===== config.mk =====
export PLATFORM = sky130hd
export DESIGN_NAME = gda_error_monitor
export DESIGN_NICKNAME = d
export VERILOG_FILES = /design/src/rtl/gda_error_monitor.sv
export SDC_FILE = /design/constraint.sdc
export NUM_CORES = 1
export LEC_CHECK = 0
export BUFFER_PORTS_ARGS = -buffer_cell sky130_fd_sc_hd__buf_4
export CORE_MARGIN = 3
export CORE_UTILIZATION = 55
export DETAILED_ROUTE_END_ITERATION = 8
export GPL_ROUTABILITY_DRIVEN = 0
export PLACE_DENSITY_LB_ADDON = 0.3
export SLEW_MARGIN = 20
export SYNTH_ARGS = -nofsm -noshare
export SYNTH_HDL_FRONTEND = slang
export SYNTH_SLANG_ARGS = --single-unit

===== constraint.sdc =====
create_clock -name clk -period 5.54 [get_ports clk]
set_input_delay 1.108 -clock clk [delete_from_list [all_inputs] [get_ports clk]]
set_output_delay 1.108 -clock clk [all_outputs]
set_load 0.01 [all_outputs]

===== src/rtl/gda_error_monitor.sv =====
// gda_error_monitor: checks each GDA approximate sum against the exact sum.
// It gathers error-distance statistics over a window of WINDOW samples,
// then presents them through a valid/ready report handshake.
module gda_error_monitor #(
    parameter int WINDOW = 256,
    parameter int CNT_W  = 16
) (
    input  logic               clk,
    input  logic               rst,
    input  logic               clear,
    input  logic               in_valid,
    output logic               in_ready,
    input  logic [7:0]         in1,
    input  logic [7:0]         in2,
    input  logic [8:0]         approx_res,
    output logic               out_valid,
    input  logic               out_ready,
    output logic [CNT_W-1:0]   err_count,
    output logic [CNT_W+8:0]   ed_sum,
    output logic [8:0]         ed_max
);

    typedef enum logic {
        ACCUM  = 1'b0,
        REPORT = 1'b1
    } state_t;

    localparam logic [CNT_W-1:0] WIN = CNT_W'(WINDOW);

    state_t             state_q, state_d;
    logic [CNT_W-1:0]   acc_cnt_q, acc_cnt_d;
    logic               s1_valid_q, s1_valid_d;
    logic [8:0]         s1_ed_q, s1_ed_d;
    logic               s1_nz_q, s1_nz_d;
    logic [CNT_W-1:0]   err_count_q, err_count_d;
    logic [CNT_W+8:0]   ed_sum_q, ed_sum_d;
    logic [8:0]         ed_max_q, ed_max_d;

    logic [8:0]         exact;
    logic [8:0]         ed;
    logic               accept;
    logic               last_absorb;

    // Exact sum and absolute error distance of the sample currently presented
    always_comb begin
        exact = {1'b0, in1} + {1'b0, in2};
        if (exact >= approx_res) begin
            ed = exact - approx_res;
        end else begin
            ed = approx_res - exact;
        end
    end

    // A sample offered during clear is refused even though in_ready may read high
    assign in_ready    = (state_q == ACCUM) && (acc_cnt_q < WIN);
    assign accept      = in_valid && in_ready && !clear;
    assign last_absorb = s1_valid_q && (acc_cnt_q == WIN);

    // Next-state logic: stage-1 capture, stage-2 accumulation, ACCUM/REPORT control
    always_comb begin
        state_d     = state_q;
        acc_cnt_d   = acc_cnt_q;
        s1_valid_d  = accept;
        s1_ed_d     = s1_ed_q;
        s1_nz_d     = s1_nz_q;
        err_count_d = err_count_q;
        ed_sum_d    = ed_sum_q;
        ed_max_d    = ed_max_q;

        if (accept) begin
            s1_ed_d   = ed;
            s1_nz_d   = (ed != 9'd0);
            acc_cnt_d = acc_cnt_q + CNT_W'(1);
        end

        if (s1_valid_q) begin
            err_count_d = err_count_q + CNT_W'(s1_nz_q);
            ed_sum_d    = ed_sum_q + (CNT_W+9)'(s1_ed_q);
            if (s1_ed_q > ed_max_q) begin
                ed_max_d = s1_ed_q;
            end
        end

        case (state_q)
            ACCUM: begin
                if (last_absorb) begin
                    state_d = REPORT;
                end
            end
            REPORT: begin
                if (out_ready) begin
                    state_d     = ACCUM;
                    acc_cnt_d   = '0;
                    err_count_d = '0;
                    ed_sum_d    = '0;
                    ed_max_d    = '0;
                end
            end
            default: state_d = ACCUM;
        endcase

        if (clear) begin
            state_d     = ACCUM;
            acc_cnt_d   = '0;
            s1_valid_d  = 1'b0;
            s1_ed_d     = '0;
            s1_nz_d     = 1'b0;
            err_count_d = '0;
            ed_sum_d    = '0;
            ed_max_d    = '0;
        end
    end

    // State and statistics registers with asynchronous reset
    always_ff @(posedge clk or posedge rst) begin
        if (rst) begin
            state_q     <= ACCUM;
            acc_cnt_q   <= '0;
            s1_valid_q  <= 1'b0;
            s1_ed_q     <= '0;
            s1_nz_q     <= 1'b0;
            err_count_q <= '0;
            ed_sum_q    <= '0;
            ed_max_q    <= '0;
        end else begin
            state_q     <= state_d;
            acc_cnt_q   <= acc_cnt_d;
            s1_valid_q  <= s1_valid_d;
            s1_ed_q     <= s1_ed_d;
            s1_nz_q     <= s1_nz_d;
            err_count_q <= err_count_d;
            ed_sum_q    <= ed_sum_d;
            ed_max_q    <= ed_max_d;
        end
    end

    assign out_valid = (state_q == REPORT);
    assign err_count = err_count_q;
    assign ed_sum    = ed_sum_q;
    assign ed_max    = ed_max_q;

endmodule


# Yosys cells after proc, flatten, opt, wreduce, memory -nomap -nowiden
# Index checks and enable logic that the tools add are counted.
op_classes:
  n_addsub: 6
  magnitude_cmp: 3
  n_eq_ne: 1
  n_mux: 27
  bitwise: 1
  reduce_logical: 7
ops:
  columns: ["operator", "count"]
  rows:
  - ["$mux W16", 8]
  - ["$mux W25", 4]
  - ["$mux W9", 8]
  - ["$add A25 B9 Y25", 1]
  - ["$sub A9 B9 Y9", 2]
  - ["$add A16 B1 Y16", 1]
  - ["$add A16 B1 Y16 const B", 1]
  - ["$eq A16 B9 Y1 const B", 1]
  - ["$lt A16 B9 Y1 const B", 1]
  - ["$add A8 B8 Y9", 1]
  - ["$ge A9 B9 Y1", 1]
  - ["$gt A9 B9 Y1", 1]
  - ["$reduce_bool A9 Y1", 1]
  - ["$mux W1", 6]
  - ["$logic_and A1 B1 Y1", 4]
  - ["$pmux W1 S2", 1]
  - ["$reduce_bool A2 Y1", 1]
  - ["$logic_not A1 Y1", 1]
  - ["$not A1 Y1", 1]
word_totals:
  regBits: 78
  input_bits: 30
  out_inout_bits: 52
  word_cells: 53

# Logic depth before layout (Yosys ltp)
# Gate-level depths: netlist of the first run.
logic_depth:
  depth_word: 8
  depth_mapped: 17
  ltp_nobuf: 17

# Worst setup path before layout of the first run
# Ideal clock, no wire load.
synth_path:
  path_kind: "in2reg"
  start: "input port in1[0]"
  end: "register s1_nz_q"
  setup_ns: 0.138
  arrival_time_ns: 4.546
  t_required_ns: 5.402
  slack_ns: 0.855
  cell_stages: 17
  n_path_buf: 1
  path_cell_list: "ha_1 fa_1 a21o_1 a21oi_1 o21bai_1 a21oi_1 xnor2_1 ha_1 buf_6 a21o_1 a221oi_2 o21ai_2 a21oi_4 mux2i_1 xor2_1 a2111oi_2 a211oi_1"
synth_between:
  elab_chain_cells: 6
  elab_cells_between_ends: 8
  classes_between: "add/sub (3); order compare (1); mux (3); reduce/logical (1)"
synth_rtl:
  columns: ["element", "line_no", "source"]
  rows:
  - ["from (decl)", "13", "input logic [7:0] in1,"]
  - ["$add A8 B8 Y9 (*)", "46", "exact = {1'b0, in1} + {1'b0, in2};"]
  - ["$sub A9 B9 Y9, or another cell as far along", "50", "ed = approx_res - exact;"]
  - ["$mux W9 (*)", "47", "if (exact >= approx_res) begin"]
  - ["$reduce_bool A9 Y1 (*)", "72", "s1_nz_d = (ed != 9'd0);"]
  - ["$mux W1 (*)", "70", "if (accept) begin"]
  - ["$mux W1 (*)", "102", "if (clear) begin"]
  - ["to (signal assigned)", "130", "s1_nz_q <= s1_nz_d;"]
  - ["to (decl)", "34", "logic s1_nz_q, s1_nz_d;"]
# Mark *: on every way between the ends. The rest lies on a longest branch, timed or not. The select of a mux whose other input is x is not followed.
# A chain may end at the register's enable or synchronous reset.

# Worst setup path after layout of the first run
# Ends and elaborated chain as after synthesis.

==> reports/summary.log, run 1 <==
INFO  cells_and_area area_growth_from_synthesis_to_layout=17.1%
INFO  cts            maximum_level_of_the_cts_h_tree=3
INFO  cts            number_of_buffers_created_by_cts=9
INFO  route          dr.first_iter.drc_count=167
INFO  power_and_ir_drop p_comb_share=31.3%
INFO  route          wl=11.1mm
INFO  floorplanning  dieWidth=103um
INFO  cells_and_area fillCellCount=723
INFO  sta            fin_ws=0.724ns
INFO  critical_path  worst_ep_arrival_time=5.02ns
INFO  critical_path  r2r_cells=10
INFO  route          route.antenna.remaining_nets=0
INFO  route          drtPass1Iterations=6
INFO  cts            cts.sinks=78
INFO  yosys          postSynthAreaPerCell=9.41um2
INFO  min_path       hold_end=acc_cnt_q[9]
INFO  critical_path  r2r-end=ed_max[5]
INFO  cts            tritoncts=yes
INFO  yosys          synth_top_family_by_area=simple AND/OR/NAND/NOR gates
INFO  floorplanning  die_height=103um
INFO  grt            first_global_vias=4134
INFO  power_and_ir_drop netSwitchingPower=0.000506W
INFO  yosys          synthSimpleGateAreaFrac=18.4%
INFO  place          port_buffers=81
INFO  sta            rsz0062_at_grt=false
INFO  yosys          async_set_reset_flop_share_out_of_synthesis=100%
INFO  cts            clockRootBuffer=sky130_fd_sc_hd__clkbuf_8
INFO  critical_path  cp_slowest_stage_delay=0.41ns
INFO  run            cap_violations=0
INFO  cells_and_area finalNetCount=712
INFO  critical_path  worst_endpoint_required_time=5.74ns
INFO  grt            grtUsageTotal=21.8%
INFO  critical_path  timing.reg2reg.setup_slack=2.95ns
INFO  power_and_ir_drop power_frac_clock=28.0%
INFO  grt            grt.overflow.total=0
INFO  sta            final_hold_viol_count=0
INFO  grt            grt_antenna_before_repair=0
INFO  grt            grt_pass1_wl=18.7mm
INFO  yosys          gate_count_post_synth=549
INFO  sta            worst_case_headroom_to_the_max_slew_limit=39.8%
INFO  yosys          syn-num-nets=631
INFO  grt            grt_start_max_net_pins=60
INFO  route          post_detailed_route_wirelength_per_cell=14.9um
INFO  outcome        run_status=complete, no violations
INFO  place          dpl_worst_slack=0.375ns
INFO  power_and_ir_drop power_density=254nW/um2
INFO  critical_path  critical_path_cell_list=buf_4, ha_1, fa_1, a21o_1, a21oi_1, o21bai_1, a21oi_1, xnor2_1, ha_1, a21o_1, a221oi_2, o21ai_2, a21oi_4, mux2i_1, xnor2_1, nor4bb_1, a211oi_1
INFO  yosys          synthXorXnorAreaFrac=9.15%
INFO  critical_path  critical_path.startpoint_type=input port
INFO  cts            cts.hold.buffers_added=0
INFO  power_and_ir_drop internal-power=0.00103W
INFO  sta            setup_total_negative_slack=0ns
INFO  floorplanning  core=8930um2
INFO  floorplanning  io-pin-count=82
INFO  route          number_of_vias_per_cell_after_detailed_routing=5.58
INFO  power_and_ir_drop switching_share_of_total_power=32.9%
INFO  yosys          synth_cell_type_count=53
INFO  min_path       hold_path_class=flop to flop
INFO  floorplanning  floorplan.die_area=10600um2
INFO  cells_and_area multi_input_gate_area_in_the_final_layout=2980um2
INFO  cts            cts_resized=0
INFO  place          placed_wire_length_estimate_after_detailed_placement=8.43mm
INFO  floorplanning  initial_utilization=57.8%
INFO  yosys          ys_seq_area_share=37.8%
INFO  cells_and_area antenna-diode-count=0
INFO  yosys          yosys_warnings=0
INFO  sta            worstMarginPinSlew=0.902ns
INFO  route          drc_errors=0
INFO  yosys          synthesis.area=5170um2
INFO  yosys          synth-adder-area-share=13.2%
INFO  sta            finalCriticalPeriod=4.82ns
INFO  sta            layout_worst_path_cycle_share=86.9%
INFO  yosys          synth.area.mux_share=5.23%
INFO  critical_path  cp_slowest_cell=sky130_fd_sc_hd__fa_1
INFO  cts            clk_latency=0.34ns
INFO  cts            post_cts.repair.setup_buffers=0
INFO  yosys          yosys_register_bits=78
INFO  cells_and_area most_common_cell_after_layout_fill_and_taps_aside=sky130_fd_sc_hd__nor2_1
INFO  cells_and_area seqCellArea=1950um2
INFO  min_path       hold_path_startpoint=acc_cnt_q[9]
INFO  yosys          number_of_synthesized_flops_with_an_enable_pin=0
INFO  sta            final-setup-viol-count=0
INFO  cells_and_area stdcell_count=742
INFO  power_and_ir_drop p_leak=3.09nW
INFO  place          placed_cells_incl_taps=727
INFO  cts            worst_setup_hold_path_clk_slew=0.09ns
INFO  route          via_count=4142
INFO  floorplanning  placement_rows=34
INFO  power_and_ir_drop share_seq_of_total_power=40.7%
INFO  critical_path  end_kind=flop
INFO  critical_path  cp_max_fo=9
INFO  cells_and_area final_util=67.7%
INFO  yosys          synth-compound-area-share=11.8%
INFO  sta            fmaxAchievable=208MHz
INFO  power_and_ir_drop power.ir.vdd_worst=0.000123V
INFO  cells_and_area layout-drive-gt1-share=17.8%
INFO  cts            cts-root-to-sink-buffers=2
INFO  critical_path  startpoint_of_the_lowest_slack_register_to_register_path=s1_ed_q[1]
INFO  cells_and_area final_cell_mix=sky130_fd_sc_hd__nor2_1, sky130_fd_sc_hd__buf_4, sky130_fd_sc_hd__dfrtp_1
INFO  sta            maxSlewViolCount=0
INFO  sta            clock_skew=0.0149ns
INFO  yosys          synth_ff_type=sky130_fd_sc_hd__dfrtp_1
INFO  critical_path  setup.worst_path.class=input port to flop
INFO  min_path       hold-path-cell-count=1
## flip-flops by register name, indices dropped and copies added, names as in the netlist
register / cells
ed_max: 9
out_valid: 1
s1_nz_q: 1
s1_valid_q: 1
err_count: 16
ed_sum: 25
acc_cnt_q: 16
s1_ed_q: 9
## worst max-delay path, delay by kind of cell
family / cells / cell delay, ns
simple gates: 1 / 0.30
buf+inv: 1 / 0.11
xor+xnor: 2 / 0.35
fa+ha+maj: 3 / 0.97
mux: 1 / 0.29
compound gates: 9 / 1.88
## synthesized netlist by cell type (all sizes together), types with 2 or more instances
| master | n | area share, % |
|---|---|---|
| nand3 | 14 | 1.4 |
| mux2i | 27 | 5.2 |
| xnor2 | 34 | 5.8 |
| nor3 | 10 | 1.2 |
| and2 | 13 | 1.6 |
| a211oi | 10 | 1.5 |
| nor2b | 8 | 0.97 |
| o21bai | 3 | 0.44 |
| o21a | 4 | 0.58 |
| fa | 4 | 1.6 |
| a21oi | 19 | 2.1 |
| or3 | 4 | 0.48 |
| nor2 | 91 | 6.8 |
| nand2b | 2 | 0.24 |
| nand4 | 9 | 1.1 |
| a31oi | 2 | 0.24 |
| and3 | 10 | 1.2 |
| a21boi | 5 | 0.73 |
| xor2 | 20 | 3.4 |
| o21ai | 17 | 1.7 |
| buf | 7 | 0.85 |
| o41ai | 2 | 0.34 |
| clkbuf | 7 | 0.70 |
| dfrtp | 78 | 38 |
| or4 | 2 | 0.36 |
| o211ai | 2 | 0.29 |
| nand2 | 28 | 2.2 |
| ha | 48 | 12 |
| inv | 40 | 2.9 |
| a21o | 14 | 2.0 |
| nand3b | 3 | 0.44 |
## area by class of cell
cell class                 count  area share [%]
clock buffer                  10            2.28
sequential                    78            32.3
clock inverter                 5           0.952
multi-input combinational    417            49.3
inverter                      40            2.50
tap                          108            2.23
timing repair buffer          84            10.4
## through the flow
| stage | total power [W] | hold slack, ns | area (um2) |
|---|---|---|---|
| floorplan | 0.000996 | 0.444 | 5170 |
| global placement | 0.00109 | 0.461 | 5850 |
| detailed placement | 0.00111 | 0.463 | 5850 |
| CTS | 0.00154 | 0.487 | 6050 |
| global route | 0.00163 | 0.506 | 6050 |
| finish | 0.00154 | 0.482 | 6050 |
## how the worst max path moves through the flow
stage | start | slack, ns | end | cells after the start
floorplan | in1[0] | 0.86 | s1_nz_q | 17
global placement | in1[0] | 0.53 | s1_nz_q | 17
detailed placement | in1[0] | 0.37 | s1_nz_q | 17
CTS | in1[0] | 0.73 | s1_nz_q | 17
global route | in1[0] | 0.49 | s1_nz_q | 17
finish | in1[0] | 0.72 | s1_nz_q | 17
## power by group through the flow
stage | combinational (W) | sequential [W] | clock (W)
floorplan | 0.000370 | 0.000627 | 0
global placement | 0.000459 | 0.000633 | 0
detailed placement | 0.000480 | 0.000635 | 0
CTS | 0.000482 | 0.000624 | 0.000435
global route | 0.000536 | 0.000628 | 0.000465
finish | 0.000481 | 0.000625 | 0.000431
## per-layer routing
metal	part of all wire (%)	up-vias	GRT usage [%]
met3	4.6	12	4.47
met1	44	1995	27.6
met4	0.92	0	5.18
met5	0	-	0
met2	51	97	38.4
li1	-	2038	-
## kinds of logic (layout without fill, tap and decap cells)
logic type                 after synthesis  count (layout)
xor gates and xnor gates                54              54
buffers and inverters                   54             139
adders and majority gates               52              52
AOI/OAI and AO/OA                       87              87
and+or+nand+nor                        197             197
muxes                                   27              27
DFF                                     78              78
No activity file was read; power rests on OpenSTA's default activity.
==> run 2: changes to the inputs <==
--- a/config.mk
+++ b/config.mk
@@ -10,6 +10,7 @@
 export CORE_UTILIZATION = 55
 export DETAILED_ROUTE_END_ITERATION = 8
 export GPL_ROUTABILITY_DRIVEN = 0
+export MAX_ROUTING_LAYER = met4
 export PLACE_DENSITY_LB_ADDON = 0.3
 export SLEW_MARGIN = 20
 export SYNTH_ARGS = -nofsm -noshare
==> run 2 against run 1 <==
  * Die area unchanged
  * Count of clock-buffer cells in the layout unchanged
  * Combinational power about the same
  * Design area unchanged
  * Critical path depth unchanged
  * Largest power group unchanged
  * Highest routed layer unchanged
==> reports/summary.log, run 2 (same netlist as run 1, synthesis figures left out) <==
INFO  run            cap_violations=0
INFO  place          placed_wire_length_estimate_after_detailed_placement=8.43mm
INFO  cts            cts.hold.buffers_added=0
INFO  route          dr.first_iter.drc_count=189
INFO  grt            grt_start_max_net_pins=60
INFO  grt            grtUsageTotal=22.5%
INFO  sta            final-setup-viol-count=0
INFO  min_path       hold_path_class=flop to flop
INFO  route          route.antenna.remaining_nets=0
INFO  cts            maximum_level_of_the_cts_h_tree=3
INFO  sta            setup_total_negative_slack=0ns
INFO  sta            clock_skew=0.0156ns
INFO  sta            final_hold_viol_count=0
INFO  outcome        run_status=complete, no violations
INFO  cells_and_area stdcell_count=742
INFO  sta            rsz0062_at_grt=false
INFO  sta            worst_case_headroom_to_the_max_slew_limit=39.8%
INFO  grt            grt_pass1_wl=18.7mm
INFO  route          wl=11.1mm
INFO  sta            finalCriticalPeriod=4.82ns
INFO  place          port_buffers=81
INFO  floorplanning  die_height=103um
INFO  sta            layout_worst_path_cycle_share=87.0%
INFO  critical_path  end_kind=flop
INFO  route          post_detailed_route_wirelength_per_cell=14.9um
INFO  cts            worst_setup_hold_path_clk_slew=0.09ns
INFO  route          drc_errors=0
INFO  cells_and_area most_common_cell_after_layout_fill_and_taps_aside=sky130_fd_sc_hd__nor2_1
INFO  cells_and_area largest_reg_flops=25
INFO  cells_and_area area_growth_from_synthesis_to_layout=17.1%
INFO  cts            cts-root-to-sink-buffers=2
INFO  floorplanning  initial_utilization=57.8%
INFO  critical_path  worst_endpoint_required_time=5.74ns
INFO  route          via_count=4155
INFO  cts            cts_resized=0
INFO  grt            grt.overflow.total=0
INFO  cts            clockRootBuffer=sky130_fd_sc_hd__clkbuf_8
INFO  cells_and_area finalNetCount=712
INFO  critical_path  cp_max_fo=9
INFO  place          placed_cells_incl_taps=727
INFO  critical_path  worst_ep_arrival_time=5.02ns
INFO  route          number_of_vias_per_cell_after_detailed_routing=5.60
INFO  floorplanning  dieWidth=103um
INFO  cells_and_area fillCellCount=723
INFO  cells_and_area final_cell_mix=sky130_fd_sc_hd__nor2_1, sky130_fd_sc_hd__buf_4, sky130_fd_sc_hd__dfrtp_1
INFO  route          drtPass1Iterations=7
INFO  cts            tritoncts=yes
INFO  grt            grt_antenna_before_repair=0
INFO  floorplanning  core=8930um2
INFO  floorplanning  floorplan.die_area=10600um2
INFO  critical_path  setup.worst_path.class=input port to flop
INFO  cells_and_area layout-drive-gt1-share=17.8%
INFO  sta            worstMarginPinSlew=0.903ns
INFO  power_and_ir_drop p_leak=3.09nW
INFO  power_and_ir_drop power_density=254nW/um2
INFO  sta            fmaxAchievable=207MHz
INFO  cells_and_area antenna-diode-count=0
INFO  grt            first_global_vias=4145
INFO  critical_path  critical_path.startpoint_type=input port
INFO  cts            cts.sinks=78
INFO  power_and_ir_drop power.ir.vdd_worst=0.000122V
INFO  cts            clk_latency=0.34ns
INFO  floorplanning  io-pin-count=82
INFO  cts            number_of_buffers_created_by_cts=9
INFO  cts            post_cts.repair.setup_buffers=0
INFO  sta            maxSlewViolCount=0
INFO  floorplanning  placement_rows=34
run 2: per-layer routing:
metal	vias to the layer above	wire (um)	GRT usage [%]	share of wire, %
li1	2041	-	-	-
met1	1999	4850	27.4	44
met2	103	5600	38.6	51
met3	12	514	4.26	4.6
met4	0	103	5.18	0.93
met5	-	0	-	0
run 2: worst max-delay path, stage by stage:
cell                       delay [ns]
sky130_fd_sc_hd__buf_4           0.11
sky130_fd_sc_hd__ha_1            0.21
sky130_fd_sc_hd__fa_1            0.41
sky130_fd_sc_hd__a21o_1          0.18
sky130_fd_sc_hd__a21oi_1         0.25
sky130_fd_sc_hd__o21bai_1        0.10
sky130_fd_sc_hd__a21oi_1         0.24
sky130_fd_sc_hd__xnor2_1         0.18
sky130_fd_sc_hd__ha_1            0.35
sky130_fd_sc_hd__a21o_1          0.22
sky130_fd_sc_hd__a221oi_2        0.30
sky130_fd_sc_hd__o21ai_2         0.14
sky130_fd_sc_hd__a21oi_4         0.35
sky130_fd_sc_hd__mux2i_1         0.29
sky130_fd_sc_hd__xnor2_1         0.17
sky130_fd_sc_hd__nor4bb_1        0.31
sky130_fd_sc_hd__a211oi_1        0.11
run 2: path summary, 6_finish.rpt:
| kind | start | to | slack [ns] | depth (start not counted) |
|---|---|---|---|---|
| min reg2reg | acc_cnt_q[9] | acc_cnt_q[9] | 0.48 | 1 |
| max | in1[0] | s1_nz_q | 0.72 | 17 |
| min in group asynchronous | rst | err_count[8] | 0.93 | 2 |
| max in group asynchronous | rst | ed_max[8] | 3.74 | 3 |
| min | acc_cnt_q[9] | acc_cnt_q[9] | 0.48 | 1 |
| max reg2reg | s1_ed_q[1] | ed_max[5] | 2.95 | 10 |
run 2: metrics by stage:
stage	util (%)	hold WS, ns	total power [W]	setup WS [ns]	cell area (um2)
6_report	67.7	0.484	0.00154	0.720	6050
5_1_grt	67.7	0.506	0.00163	0.493	6050
4_1_cts	67.7	0.487	0.00154	0.733	6050
3_5_place_dp	65.5	0.463	0.00111	0.375	5850
3_3_place_gp	65.5	0.461	0.00109	0.532	5850
2_1_floorplan	-	0.444	0.000996	0.855	5170
run 2: final cells by class:
type / instances / area (um2) / share of cell area (%)
Multi-Input combinational cell: 417 / 2980 / 49.3
Clock inverter: 5 / 57.6 / 0.952
Clock buffer: 10 / 138 / 2.28
Inverter: 40 / 151 / 2.50
Sequential cell: 78 / 1950 / 32.3
Timing Repair Buffer: 84 / 631 / 10.4
Tap cell: 108 / 135 / 2.23
run 2: power by group:
group | total [W] | switching, W | internal (W) | leakage (nW)
combinational | 0.000481 | 0.000262 | 0.000219 | 1.91
clock | 0.000430 | 0.000210 | 0.000220 | 0.103
sequential | 0.000624 | 0.0000325 | 0.000592 | 1.08
total | 0.00154 | 0.000505 | 0.00103 | 3.09
